===== config.mk =====
export PLATFORM = sky130hd
export DESIGN_NAME = hdmi_pattern_sequencer
export DESIGN_NICKNAME = d
export VERILOG_FILES = /design/src/rtl/hdmi_pattern_sequencer.sv
export SDC_FILE = /design/constraint.sdc
export NUM_CORES = 1
export LEC_CHECK = 0
export ABC_AREA = 1
export CORE_UTILIZATION = 56
export DETAILED_ROUTE_END_ITERATION = 10
export PLACE_DENSITY_LB_ADDON = 0.1
export SLEW_MARGIN = 20
export SYNTH_ARGS = -nofsm -noshare
export SYNTH_HDL_FRONTEND = slang
export SYNTH_SLANG_ARGS = --single-unit

===== constraint.sdc =====
create_clock -name clk -period 1.65 [get_ports clk]
set_input_delay 0.4125 -clock clk [delete_from_list [all_inputs] [get_ports clk]]
set_output_delay 0.4125 -clock clk [all_outputs]
set_load 0.01 [all_outputs]

===== src/rtl/hdmi_pattern_sequencer.sv =====
// hdmi_pattern_sequencer: Wishbone-programmed scheduler that applies test-pattern changes on frame boundaries.
// Optional interrupt support is compiled in by defining HDMI_PATTERN_SEQ_IRQ_EN.
module hdmi_pattern_sequencer #(
    parameter int NUM_PATTERNS = 8,
    parameter int PAT_W        = 3,
    parameter int SYNC_STAGES  = 2
) (
    input  logic             clk,
    input  logic             rst_n,
    input  logic [7:0]       wb_adr_i,
    input  logic [7:0]       wb_dat_i,
    output logic [7:0]       wb_dat_o,
    input  logic             wb_cyc_i,
    input  logic             wb_stb_i,
    input  logic             wb_we_i,
    output logic             wb_ack_o,
    input  logic             vsync_i,
    output logic [PAT_W-1:0] pattern_sel_o,
    output logic             pattern_en_o,
    output logic             frame_irq_o
);

    localparam logic [1:0] ST_IDLE   = 2'd0;
    localparam logic [1:0] ST_MANUAL = 2'd1;
    localparam logic [1:0] ST_RUN    = 2'd2;

    localparam logic [7:0] ADR_CTRL    = 8'h10;
    localparam logic [7:0] ADR_PATTERN = 8'h11;
    localparam logic [7:0] ADR_DWELL   = 8'h12;
    localparam logic [7:0] ADR_LAST    = 8'h13;
    localparam logic [7:0] ADR_STATUS  = 8'h14;
    localparam logic [7:0] ADR_FCNT    = 8'h15;

    localparam logic [7:0] LAST_MAX  = 8'(NUM_PATTERNS - 1);
    localparam logic [7:0] DWELL_RST = 8'h3C;

    // A dwell of zero frames is meaningless, so it behaves as one.
    function automatic logic [7:0] dwell_eff(input logic [7:0] v);
        if (v == 8'd0) begin
            dwell_eff = 8'd1;
        end else begin
            dwell_eff = v;
        end
    endfunction

    function automatic logic [7:0] clamp_last(input logic [7:0] v);
        if (v > LAST_MAX) begin
            clamp_last = LAST_MAX;
        end else begin
            clamp_last = v;
        end
    endfunction

    function automatic logic [PAT_W-1:0] to_pat(input logic [7:0] v);
        if (v > LAST_MAX) begin
            to_pat = LAST_MAX[PAT_W-1:0];
        end else begin
            to_pat = v[PAT_W-1:0];
        end
    endfunction

    // Any index at or beyond LAST (including one set by hand) wraps to 0.
    function automatic logic [PAT_W-1:0] next_pat(input logic [PAT_W-1:0] cur, input logic [7:0] last);
        if ({{(8-PAT_W){1'b0}}, cur} >= last) begin
            next_pat = '0;
        end else begin
            next_pat = cur + PAT_W'(1);
        end
    endfunction

    logic [SYNC_STAGES-1:0] vs_sync_r;
    logic                   vs_prev_r;
    logic                   tick_r;

    logic                   ack_r;
    logic [7:0]             dat_r;
    logic                   req_s;
    logic                   wr_s;
    logic                   rd_s;
    logic [7:0]             rdata_s;

    logic                   ctrl_en_r;
    logic                   ctrl_run_r;
    logic [7:0]             dwell_r;
    logic [7:0]             last_r;
    logic [PAT_W-1:0]       pend_pat_r;
    logic                   pend_valid_r;

    logic [1:0]             state_r;
    logic [1:0]             state_nxt_s;
    logic [PAT_W-1:0]       sel_r;
    logic [PAT_W-1:0]       sel_nxt_s;
    logic                   en_r;
    logic                   en_nxt_s;
    logic [7:0]             dwell_cnt_r;
    logic [7:0]             dwell_nxt_s;
    logic                   pat_apply_s;
    logic                   advance_s;
    logic [15:0]            frame_cnt_r;
    logic                   frame_cnt_hi_unused_s;

    logic                   irq_en_rd_s;
    logic                   irq_pend_rd_s;

    assign req_s = wb_cyc_i & wb_stb_i & ~ack_r;
    assign wr_s  = req_s & wb_we_i;
    assign rd_s  = req_s & ~wb_we_i;

    assign wb_ack_o      = ack_r;
    assign wb_dat_o      = dat_r;
    assign pattern_sel_o = sel_r;
    assign pattern_en_o  = en_r;
    assign frame_cnt_hi_unused_s = ^frame_cnt_r[15:8];

    // vsync synchronizer and rising-edge detector producing a registered one-cycle frame tick.
    always_ff @(posedge clk or negedge rst_n) begin
        if (!rst_n) begin
            vs_sync_r <= '0;
            vs_prev_r <= 1'b0;
            tick_r    <= 1'b0;
        end else begin
            vs_sync_r <= {vs_sync_r[SYNC_STAGES-2:0], vsync_i};
            vs_prev_r <= vs_sync_r[SYNC_STAGES-1];
            tick_r    <= vs_sync_r[SYNC_STAGES-1] & ~vs_prev_r;
        end
    end

    // Register read multiplexer.
    always_comb begin
        rdata_s = 8'h00;
        case (wb_adr_i)
            ADR_CTRL:    rdata_s = {5'b00000, irq_en_rd_s, ctrl_run_r, ctrl_en_r};
            ADR_PATTERN: rdata_s = {{(8-PAT_W){1'b0}}, sel_r};
            ADR_DWELL:   rdata_s = dwell_r;
            ADR_LAST:    rdata_s = last_r;
            ADR_STATUS:  rdata_s = {6'b000000, (state_r == ST_RUN), irq_pend_rd_s};
            ADR_FCNT:    rdata_s = frame_cnt_r[7:0];
            default:     rdata_s = 8'h00;
        endcase
    end

    // Wishbone acknowledge pulse and registered read data.
    always_ff @(posedge clk or negedge rst_n) begin
        if (!rst_n) begin
            ack_r <= 1'b0;
            dat_r <= 8'h00;
        end else begin
            ack_r <= req_s;
            if (rd_s) begin
                dat_r <= rdata_s;
            end else begin
                dat_r <= 8'h00;
            end
        end
    end

    // Configuration and shadow registers; a new PATTERN write beats a same-cycle apply.
    always_ff @(posedge clk or negedge rst_n) begin
        if (!rst_n) begin
            ctrl_en_r    <= 1'b1;
            ctrl_run_r   <= 1'b0;
            dwell_r      <= DWELL_RST;
            last_r       <= LAST_MAX;
            pend_pat_r   <= '0;
            pend_valid_r <= 1'b0;
        end else begin
            if (wr_s && (wb_adr_i == ADR_CTRL)) begin
                ctrl_en_r  <= wb_dat_i[0];
                ctrl_run_r <= wb_dat_i[1];
            end
            if (wr_s && (wb_adr_i == ADR_DWELL)) begin
                dwell_r <= wb_dat_i;
            end
            if (wr_s && (wb_adr_i == ADR_LAST)) begin
                last_r <= clamp_last(wb_dat_i);
            end
            if (wr_s && (wb_adr_i == ADR_PATTERN)) begin
                pend_pat_r   <= to_pat(wb_dat_i);
                pend_valid_r <= 1'b1;
            end else if (pat_apply_s) begin
                pend_valid_r <= 1'b0;
            end else begin
                pend_valid_r <= pend_valid_r;
            end
        end
    end

    // Sequencer next-state logic; everything visible moves only on a frame tick.
    always_comb begin
        state_nxt_s = state_r;
        sel_nxt_s   = sel_r;
        en_nxt_s    = en_r;
        dwell_nxt_s = dwell_cnt_r;
        pat_apply_s = 1'b0;
        advance_s   = 1'b0;
        if (tick_r) begin
            en_nxt_s = ctrl_en_r;
            case (state_r)
                ST_IDLE, ST_MANUAL: begin
                    if (pend_valid_r) begin
                        sel_nxt_s   = pend_pat_r;
                        pat_apply_s = 1'b1;
                    end else begin
                        sel_nxt_s = sel_r;
                    end
                    if (ctrl_run_r) begin
                        state_nxt_s = ST_RUN;
                        dwell_nxt_s = dwell_eff(dwell_r);
                    end else begin
                        state_nxt_s = ST_MANUAL;
                    end
                end
                ST_RUN: begin
                    if (!ctrl_run_r) begin
                        state_nxt_s = ST_MANUAL;
                    end else if (pend_valid_r) begin
                        sel_nxt_s   = pend_pat_r;
                        pat_apply_s = 1'b1;
                        dwell_nxt_s = dwell_eff(dwell_r);
                    end else if (dwell_cnt_r <= 8'd1) begin
                        sel_nxt_s   = next_pat(sel_r, last_r);
                        advance_s   = 1'b1;
                        dwell_nxt_s = dwell_eff(dwell_r);
                    end else begin
                        dwell_nxt_s = dwell_cnt_r - 8'd1;
                    end
                end
                default: begin
                    state_nxt_s = ST_IDLE;
                end
            endcase
        end else begin
            state_nxt_s = state_r;
        end
    end

    // Sequencer state, active outputs and free-running frame counter.
    always_ff @(posedge clk or negedge rst_n) begin
        if (!rst_n) begin
            state_r     <= ST_IDLE;
            sel_r       <= '0;
            en_r        <= 1'b1;
            dwell_cnt_r <= 8'd0;
            frame_cnt_r <= 16'd0;
        end else begin
            state_r     <= state_nxt_s;
            sel_r       <= sel_nxt_s;
            en_r        <= en_nxt_s;
            dwell_cnt_r <= dwell_nxt_s;
            if (tick_r) begin
                frame_cnt_r <= frame_cnt_r + 16'd1;
            end else begin
                frame_cnt_r <= frame_cnt_r;
            end
        end
    end

`ifdef HDMI_PATTERN_SEQ_IRQ_EN
    logic ctrl_irq_en_r;
    logic irq_pend_r;
    logic irq_r;
    logic irq_pend_nxt_s;
    logic irq_en_nxt_s;

    // Pending-interrupt next value: a same-cycle set wins over a write-1 clear.
    always_comb begin
        irq_pend_nxt_s = irq_pend_r;
        if (pat_apply_s || advance_s) begin
            irq_pend_nxt_s = 1'b1;
        end else if (wr_s && (wb_adr_i == ADR_STATUS) && wb_dat_i[0]) begin
            irq_pend_nxt_s = 1'b0;
        end else begin
            irq_pend_nxt_s = irq_pend_r;
        end
        if (wr_s && (wb_adr_i == ADR_CTRL)) begin
            irq_en_nxt_s = wb_dat_i[2];
        end else begin
            irq_en_nxt_s = ctrl_irq_en_r;
        end
    end

    // Interrupt state; the output is registered from next-state so it tracks PEND & EN without lag.
    always_ff @(posedge clk or negedge rst_n) begin
        if (!rst_n) begin
            ctrl_irq_en_r <= 1'b0;
            irq_pend_r    <= 1'b0;
            irq_r         <= 1'b0;
        end else begin
            ctrl_irq_en_r <= irq_en_nxt_s;
            irq_pend_r    <= irq_pend_nxt_s;
            irq_r         <= irq_pend_nxt_s & irq_en_nxt_s;
        end
    end

    assign irq_en_rd_s   = ctrl_irq_en_r;
    assign irq_pend_rd_s = irq_pend_r;
    assign frame_irq_o   = irq_r;
`else
    assign irq_en_rd_s   = 1'b0;
    assign irq_pend_rd_s = 1'b0;
    assign frame_irq_o   = 1'b0;
`endif

endmodule


-- Word level (Yosys, flattened, before mapping)
Index checks and enable logic that the tools add are counted.
- register bits after elaboration: 65
- output and inout bits: 14
- word-level logic and storage cells: 80
- add/sub/neg operators: 3
- magnitude comparators: 3
- equal/unequal tests: 13
- multiplexer cells: 25
- bitwise operators: 8
- reduce and logical (&&, ||, !) cells: 12
- operator list (cell ; number):
    $mux W8 ; 7
    $eq A8 B5 Y1 const B ; 6
    $pmux W8 S6 ; 1
    $mux W3 ; 6
    $add A16 B1 Y16 const B ; 1
    $pmux W8 S2 ; 1
    $ge A3 B8 Y1 ; 1
    $gt A8 B3 Y1 const B ; 1
    $le A8 B1 Y1 const B ; 1
    $logic_not A8 Y1 ; 1
    $ne A2 B2 Y1 const B ; 4
    $sub A8 B1 Y8 const B ; 1
    $pmux W3 S2 ; 1
    $and A1 B1 Y1 ; 5
    $mux W1 ; 5
    $reduce_and A5 Y1 ; 1
    $logic_and A1 B1 Y1 ; 4
    $mux W2 ; 2
    $pmux W2 S2 ; 1
    $reduce_and A4 Y1 ; 1
    $reduce_bool A2 Y1 ; 2
    $add A3 B1 Y3 const B ; 1
    $ne A3 B2 Y1 const B ; 1
    $not A1 Y1 ; 3
    6 further kinds ; 6

-- Depth between registers and ports, before layout
Gate-level depths: netlist (run 1).
- word-level depth: 6
- mapped depth: 10
- depth with buffers taken out: 10

-- Least setup slack after synthesis (run 1)
OpenSTA, ideal clock, no wires.
- kind: reg2reg
- start point: register dwell_cnt_r[0]
- end point: register dwell_cnt_r[3]
- arrival: 1.328 ns
- setup slack: 0.205 ns
- cell stages (with the launch flop): 11
- buffers on the path: 1
- cell sequence: dfrtp_1 > inv_1 > ha_1 > nor2_1 > nor2_1 > nand2_1 > nand2_2 > buf_4 > nand2_1 > nand3_1 > nand2_1
- longest elaborated chain between the ends: 5
- elaborated cells between the ends (all ways): 6
- those cells by class: add/sub (1); order compare (1); mux (4)
- ends and longest elaborated chain (element ; line ; text):
    start: declaration ; 95 ; logic [7:0] dwell_cnt_r;
    start signal: assignment ; 249 ; dwell_cnt_r <= dwell_nxt_s;
    $sub A8 B1 Y8 or $le A8 B1 Y1 (tied branches) ; 225, 220 ;
    $mux W8 (*) ; 220 ; end else if (dwell_cnt_r <= 8'd1) begin
    $mux W8 (*) ; 216 ; end else if (pend_valid_r) begin
    $mux W8 (*) ; 214 ; if (!ctrl_run_r) begin
    $pmux W8 S2 (*) ; 198 ; case (state_r)
Mark *: on every way between the ends. The rest lies on a longest branch, timed or not. The select of a mux whose other input is x is not followed.
A chain may end at the register's enable or synchronous reset.

-- Final worst setup path (run 1)
- start point: register dat_r[2], in the netlist wb_dat_o[2]
- end point: output port wb_dat_o[2]
- RTL lines (element ; line ; text):
    start: declaration ; 76 ; logic [7:0] dat_r;
    start signal: assignment ; 150 ; dat_r <= rdata_s;
    end: declaration ; 12 ; output logic [7:0] wb_dat_o,
No word-level cell between the ends.

==> flow_summary.yaml, run 1 <==
detailed_routing:
  wl_um: 6850
  drc: 0
  vias: 2646
  via_per_inst: 4.99
  post_drt_wl_per_cell_um: 12.9
  routed.top_layer: "met4"
  wl_met2_um: 3050
  met3_length_um: 337
  drt_iter0_markers: 128
  ant_nets: 0
  drtPass1Iterations: 5
  met1_length_um: 3320
sta:
  fmax_mhz: 623
  setup_violations: 0
  clock_skew_ns: 0.00722
  period_needed_ns: 1.61
  setup-tns-final_ns: 0
  fin_crit_sh_pct: 97.3
  finalHoldViolations: 0
  drv_slew: 0
floorplan:
  die_area_um2: 5880
  io_pins: 36
  core_um2: 5240
  fp-row-count: 26
  die_w_um: 76.7
  start_util_pct: 59.7
  die_y_um: 76.7
clock_tree:
  clkSinkCount: 57
  cts_max_path_buffers: 2
  root_buffer: "clkbuf_8"
  cts_hold_buf: 0
  cts_htree_levels: 3
  path_clk_slew_ns: 0.06
  clock_latency_ns: 0.34
  cts_buffers: 9
  cts_tree: "built"
synth:
  netlist_area_um2: 3130
  synth_ff_type: "dfrtp_1"
  ys_warn_count: 0
  syn_area_per_cell_um2: 8.03
  ys_ff_latch: 57
  netlist_instances: 389
  synth.yosys.seq_area_share_pct: 46.0
  synth-edff-count: 0
  synth.distinct_cells: 34
  synthArstFlopShare_pct: 100
  synthesis.nets: 418
critical_path:
  max_stage_delay_ns: 0.53
  crit_buf_inv: 1
  path_depth: 1
  criticalPathCategory: "flop to primary output"
  timing.reg2reg.worst_path_depth: 10
  path_cells: "clkdlybuf4s50_1"
  cpLargestDelayFamily: "buffers and inverters"
  arrival_ns: 1.19
  cp-start-kind: "flop"
  crit_path_max_fanout: 1
  cp.required_ns: 1.24
  endpoint_kind: "primary output"
  slowest_stage: "clkdlybuf4s50_1"
  r2r_slack_ns: 0.11
final_layout:
  drive_gt1_share_pct: 20.0
  final_common_cell: "nand2_1"
  num_antenna_cells: 0
  area_growth_pct: 24.6
  final_cell_mix: "92 x nand2_1, 61 x inv_1, 46 x dfrtp_1"
  num-nets-final: 484
  utilization_pct: 74.3
power:
  peakVddDrop_uv: 575
  cellLeakagePower_nw: 2.03
  power_density_nw_per_um2: 857
  power.total_mw: 3.34
global_route:
  track_usage_pct: 25.8
  antenna_found_initial: 0
  grt_max_degree: 58
  grt_pass1_wl_um: 11600
  grt_overflow: 0
  grt_pass1_vias: 2566
placed_design:
  io_buffers: 34
  dp_hpwl_um: 5040
  gp_congestion: 0.832
hold_path:
  min_path_type: "input pin to async pin"
outcome:
  status: "completed"
run:
  cap_violations: 0
cells in the mapped netlist, types with 2 or more instances:
master | count | area (um2)
dfrtp_1 | 48 | 1200
nor3_1 | 3 | 15.0
nor2_1 | 42 | 158
o21ai_0 | 13 | 65.1
nand2_2 | 6 | 37.5
dfstp_2 | 9 | 236
a21oi_1 | 10 | 50.1
nor2_2 | 3 | 18.8
xor2_1 | 5 | 43.8
nand4_1 | 6 | 37.5
xnor2_1 | 4 | 35.0
buf_6 | 4 | 45.0
nand3_1 | 36 | 180
nor2_4 | 5 | 56.3
a21oi_2 | 5 | 43.8
inv_2 | 3 | 11.3
buf_4 | 2 | 15.0
o211ai_1 | 5 | 37.5
inv_1 | 62 | 233
ha_1 | 7 | 87.6
buf_2 | 2 | 10.0
nand2_1 | 93 | 349
o21ai_2 | 5 | 43.8
state kept, by name, summed over array words and instances, names as in the netlist, 2 cells and up:
name           cells
dwell_r            8
last_r             8
pattern_sel_o      3
frame_cnt_r        8
vs_sync_r          2
pend_pat_r         3
wb_dat_o           8
state_r            2
dwell_cnt_r        8
through the flow:
stage                     hold slack [ns]  worst slack (ns)  instances  cell area (um2)
final                              0.0574            0.0448        530             3890
after global routing               0.0879           -0.0125        530             3890
after CTS                          0.0670           0.00150        528             3860
after detailed placement            0.339            -0.236        511             3690
after global placement              0.344            -0.191        511             3690
after floorplan                     0.117             0.205        389             3130
worst paths after layout:
check                               start              to
min reg2reg                  vs_sync_r[0]    vs_sync_r[1]
max reg2reg                dwell_cnt_r[0]  dwell_cnt_r[5]
min                                 rst_n        wb_ack_o
max                           wb_dat_o[2]     wb_dat_o[2]
min in group clk             vs_sync_r[0]    vs_sync_r[1]
max in group asynchronous           rst_n      dwell_r[3]
where the power goes:
group	switching (mW)	leakage (nW)	total [mW]	internal, mW
Clock	0.543	0.0834	1.12	0.581
Sequential	0.135	0.706	1.65	1.52
Combinational	0.303	1.24	0.559	0.256
Total	0.981	2.03	3.34	2.36
layer usage:
metal,global-route usage (%),up-vias
li1,-,1357
met1,34.6,1220
met2,39.7,55
met4,10.0,0
met3,6.90,14
met5,0,-
cell families (layout without fill, tap and decap cells):
logic type	count (synthesis)	after routing	share of synthesized area, %
AOI/OAI and AO/OA	41	41	8.57
xor gates and xnor gates	9	9	2.52
DFF	57	57	46.0
and+or+nand+nor	201	202	29.9
buffers and inverters	73	143	10.0
adders and majority gates	7	7	2.80
other	1	1	0.120
what timing repair did:
item / 4_1_cts / 5_1_grt
resized for setup: 8 / 11
setup endpoints to repair: 6 / 15
endpoints found under the hold margin: 0 / 0
setup buffers: 1 / 1
pin swaps: 0 / 5
cloned: 0 / 1
area by class of cell:
type / count / area, um2
Sequential cell: 57 / 1440
Multi-Input combinational cell: 260 / 1400
Fill cell: 413 / 1340
Timing Repair Buffer: 62 / 557
Inverter: 65 / 246
Clock buffer: 13 / 149
Tap cell: 70 / 87.6
Clock inverter: 3 / 17.5
No activity file was read; power rests on OpenSTA's default activity.
==> run 2, diff against run 1 <==
ABC_AREA = not set   (was 1)
CORE_UTILIZATION = 55   (was 56)
==> flow_summary.yaml, run 2 <==
critical_path:
  path_cells: "or4_4 > o41a_4 > nor2_8 > mux2_4"
  criticalPathCategory: "flop to flop"
  slowest_stage: "or4_4"
  crit_start: "dwell_cnt_r[5]"
  endpoint_kind: "flop"
  timing.reg2reg.worst_path_depth: 4
  r2r_slack_ns: -0.37
  cp.required_ns: 1.87
  timing.rr.start: "dwell_cnt_r[5]"
  endpoint: "pattern_sel_o[1]"
  arrival_ns: 2.25
  crit_path_max_fanout: 6
  cp-start-kind: "flop"
  max_stage_delay_ns: 0.55
  rr_endpoint: "pattern_sel_o[1]"
sta:
  setup_ws_ns: -0.374
  maxSlewHeadroom_pct: 56.4
  fin_crit_sh_pct: 123
  drv_slew: 0
  hold_slack_ns: 0.0657
  fmax_mhz: 494
  grt_setup_unrepaired: "yes"
  period_needed_ns: 2.02
  clock_skew_ns: 0.00584
  finalHoldViolations: 0
  setup_violations: 25
  tightest_slew_ns: 0.647
global_route:
  grt.busiest_layer: "met2"
  track_usage_pct: 27.9
  grt_max_degree: 58
  antenna_found_initial: 0
  use_met3_pct: 9.08
  grt_pass1_wl_um: 11000
  grtUsageMet2_pct: 44.3
  grt_overflow: 0
  grt_pass1_vias: 2305
  grt_util_met1_pct: 35.4
detailed_routing:
  wl_um: 6860
  post_drt_wl_per_cell_um: 16.5
  vias: 2328
  ant_nets: 0
  drt_iter0_markers: 111
  drc: 0
  drtPass1Iterations: 4
  via_per_inst: 5.58
clock_tree:
  cts_tree: "built"
  clkSinkCount: 57
  cts_buffers: 9
  root_buffer: "clkbuf_8"
  cts_htree_levels: 3
  clock_latency_ns: 0.34
  cts_hold_buf: 0
  cts_max_path_buffers: 2
  path_clk_slew_ns: 0.06
floorplan:
  die_w_um: 74.0
  start_util_pct: 58.7
  die_y_um: 74.0
  io_pins: 36
  die_area_um2: 5470
  core_um2: 4850
  fp-row-count: 25
power:
  power_density_nw_per_um2: 853
  peakVddDrop_uv: 646
  cellLeakagePower_nw: 1.84
  power.total_mw: 3.30
synth:
  synthArstFlopShare_pct: 100
  synth_ff_type: "dfrtp_1"
  yosysTopAreaCell: "dfrtp_1"
  synth_commonest_cells: "48 x dfrtp_1, 28 x nor2_1, 20 x nand2_1, 16 x mux2_2"
  synthesis.nets: 288
  synthTopCellsByArea: "dfrtp_1 42%, dfstp_2 8.3%, mux2_2 6.3%"
  ys_ff_latch: 57
  netlist_area_um2: 2850
  netlist_instances: 259
  ys_warn_count: 0
  synth.most_common_cell: "dfrtp_1"
  synth_top_area_share_pct: 42.2
  syn_area_per_cell_um2: 11.0
  synth.yosys.seq_area_share_pct: 50.5
  synth-edff-count: 0
  synth.distinct_cells: 54
final_layout:
  final_cell_mix: "48 x dfrtp_1, 48 x buf_4, 27 x nor2_1"
  num_antenna_cells: 0
  utilization_pct: 79.7
  area_growth_pct: 35.8
  num-nets-final: 375
  stdcell_area_um2: 3870
  drive_gt1_share_pct: 33.7
hold_path:
  min_path_type: "input pin to async pin"
run:
  cap_violations: 0
placed_design:
  place_ws_ns: -0.920
  dp_hpwl_um: 4890
  gp_congestion: 0.802
  place_area_um2: 3610
  io_buffers: 34
outcome:
  status: "complete, but fails checks"
  violations: "negative setup slack"
-- run 2: cell count changes after synthesis, moves of 6 or more --
cell | before | now
a22oi_1 | 0 | 6
and2_1 | 0 | 6
inv_1 | 62 | 12
mux2_2 | 0 | 16
mux2i_1 | 0 | 6
nand2_1 | 93 | 20
nand2_2 | 6 | 0
nand3_1 | 36 | 1
nor2_1 | 42 | 28
-- run 2: stage by stage --
stage	std cells	setup TNS, ns
2_1_floorplan	259	-6.06
3_3_place_gp	399	-21.94
3_5_place_dp	399	-23.42
4_1_cts	415	-4.14
5_1_grt	417	-5.50
6_report	417	-4.43
-- run 2: how the worst min path moves through the flow --
stage,slack (ns),endpoint,cells after the start
4_1_cts,0.08,last_r[5],2
3_5_place_dp,0.34,vs_sync_r[1],0
2_1_floorplan,0.12,ctrl_run_r,0
6_report,0.07,wb_ack_o,2
5_1_grt,0.09,last_r[5],2
3_3_place_gp,0.34,vs_sync_r[1],0
-- run 2: logic make-up after synthesis --
| logic type | count (synthesis) | synth area share (%) |
|---|---|---|
| AOI/OAI and AO/OA | 53 | 13.8 |
| and+or+nand+nor | 91 | 17.8 |
| other | 1 | 0.132 |
| adders and majority gates | 7 | 3.08 |
| xor gates and xnor gates | 7 | 2.15 |
| DFF | 57 | 50.5 |
| buffers and inverters | 20 | 3.30 |
| muxes | 23 | 9.23 |
-- run 2: report_power, final --
part	internal (mW)	total [mW]	switching, mW	leakage [nW]
registers	1.51	1.64	0.129	0.712
clock network	0.565	1.09	0.522	0.0887
logic	0.310	0.574	0.264	1.04
-- run 2: layer usage --
| layer | wire (um) | part of all wire, % |
|---|---|---|
| met5 | 0 | 0 |
| met4 | 134 | 2.0 |
| met3 | 355 | 5.2 |
| met2 | 3350 | 49 |
| met1 | 3020 | 44 |
-- run 2: critical path: cells and delay by family (launching register included) --
| kind | cells | cell delay [ns] |
|---|---|---|
| multiplexers | 1 | 0.31 |
| AND/OR/NAND/NOR | 2 | 0.69 |
| flip-flops | 1 | 0.39 |
| AO/OA/AOI/OAI | 1 | 0.52 |
-- run 2: layout make-up --
type                    instances  area (um2)
clock inverters                 4        20.0
well taps                      67        83.8
flip-flops and latches         57        1440
repair buffers                 84         729
fillers                       325         982
inverters                      12        45.0
clock buffers                  11         141
multi-input cells             182        1410
-- run 2: what timing repair did --
item,in CTS,in global routing
gates resized for setup,31,11
cloned,0,0
buffers inserted,1,2
pin swaps,5,4
endpoints found under the setup margin,45,29
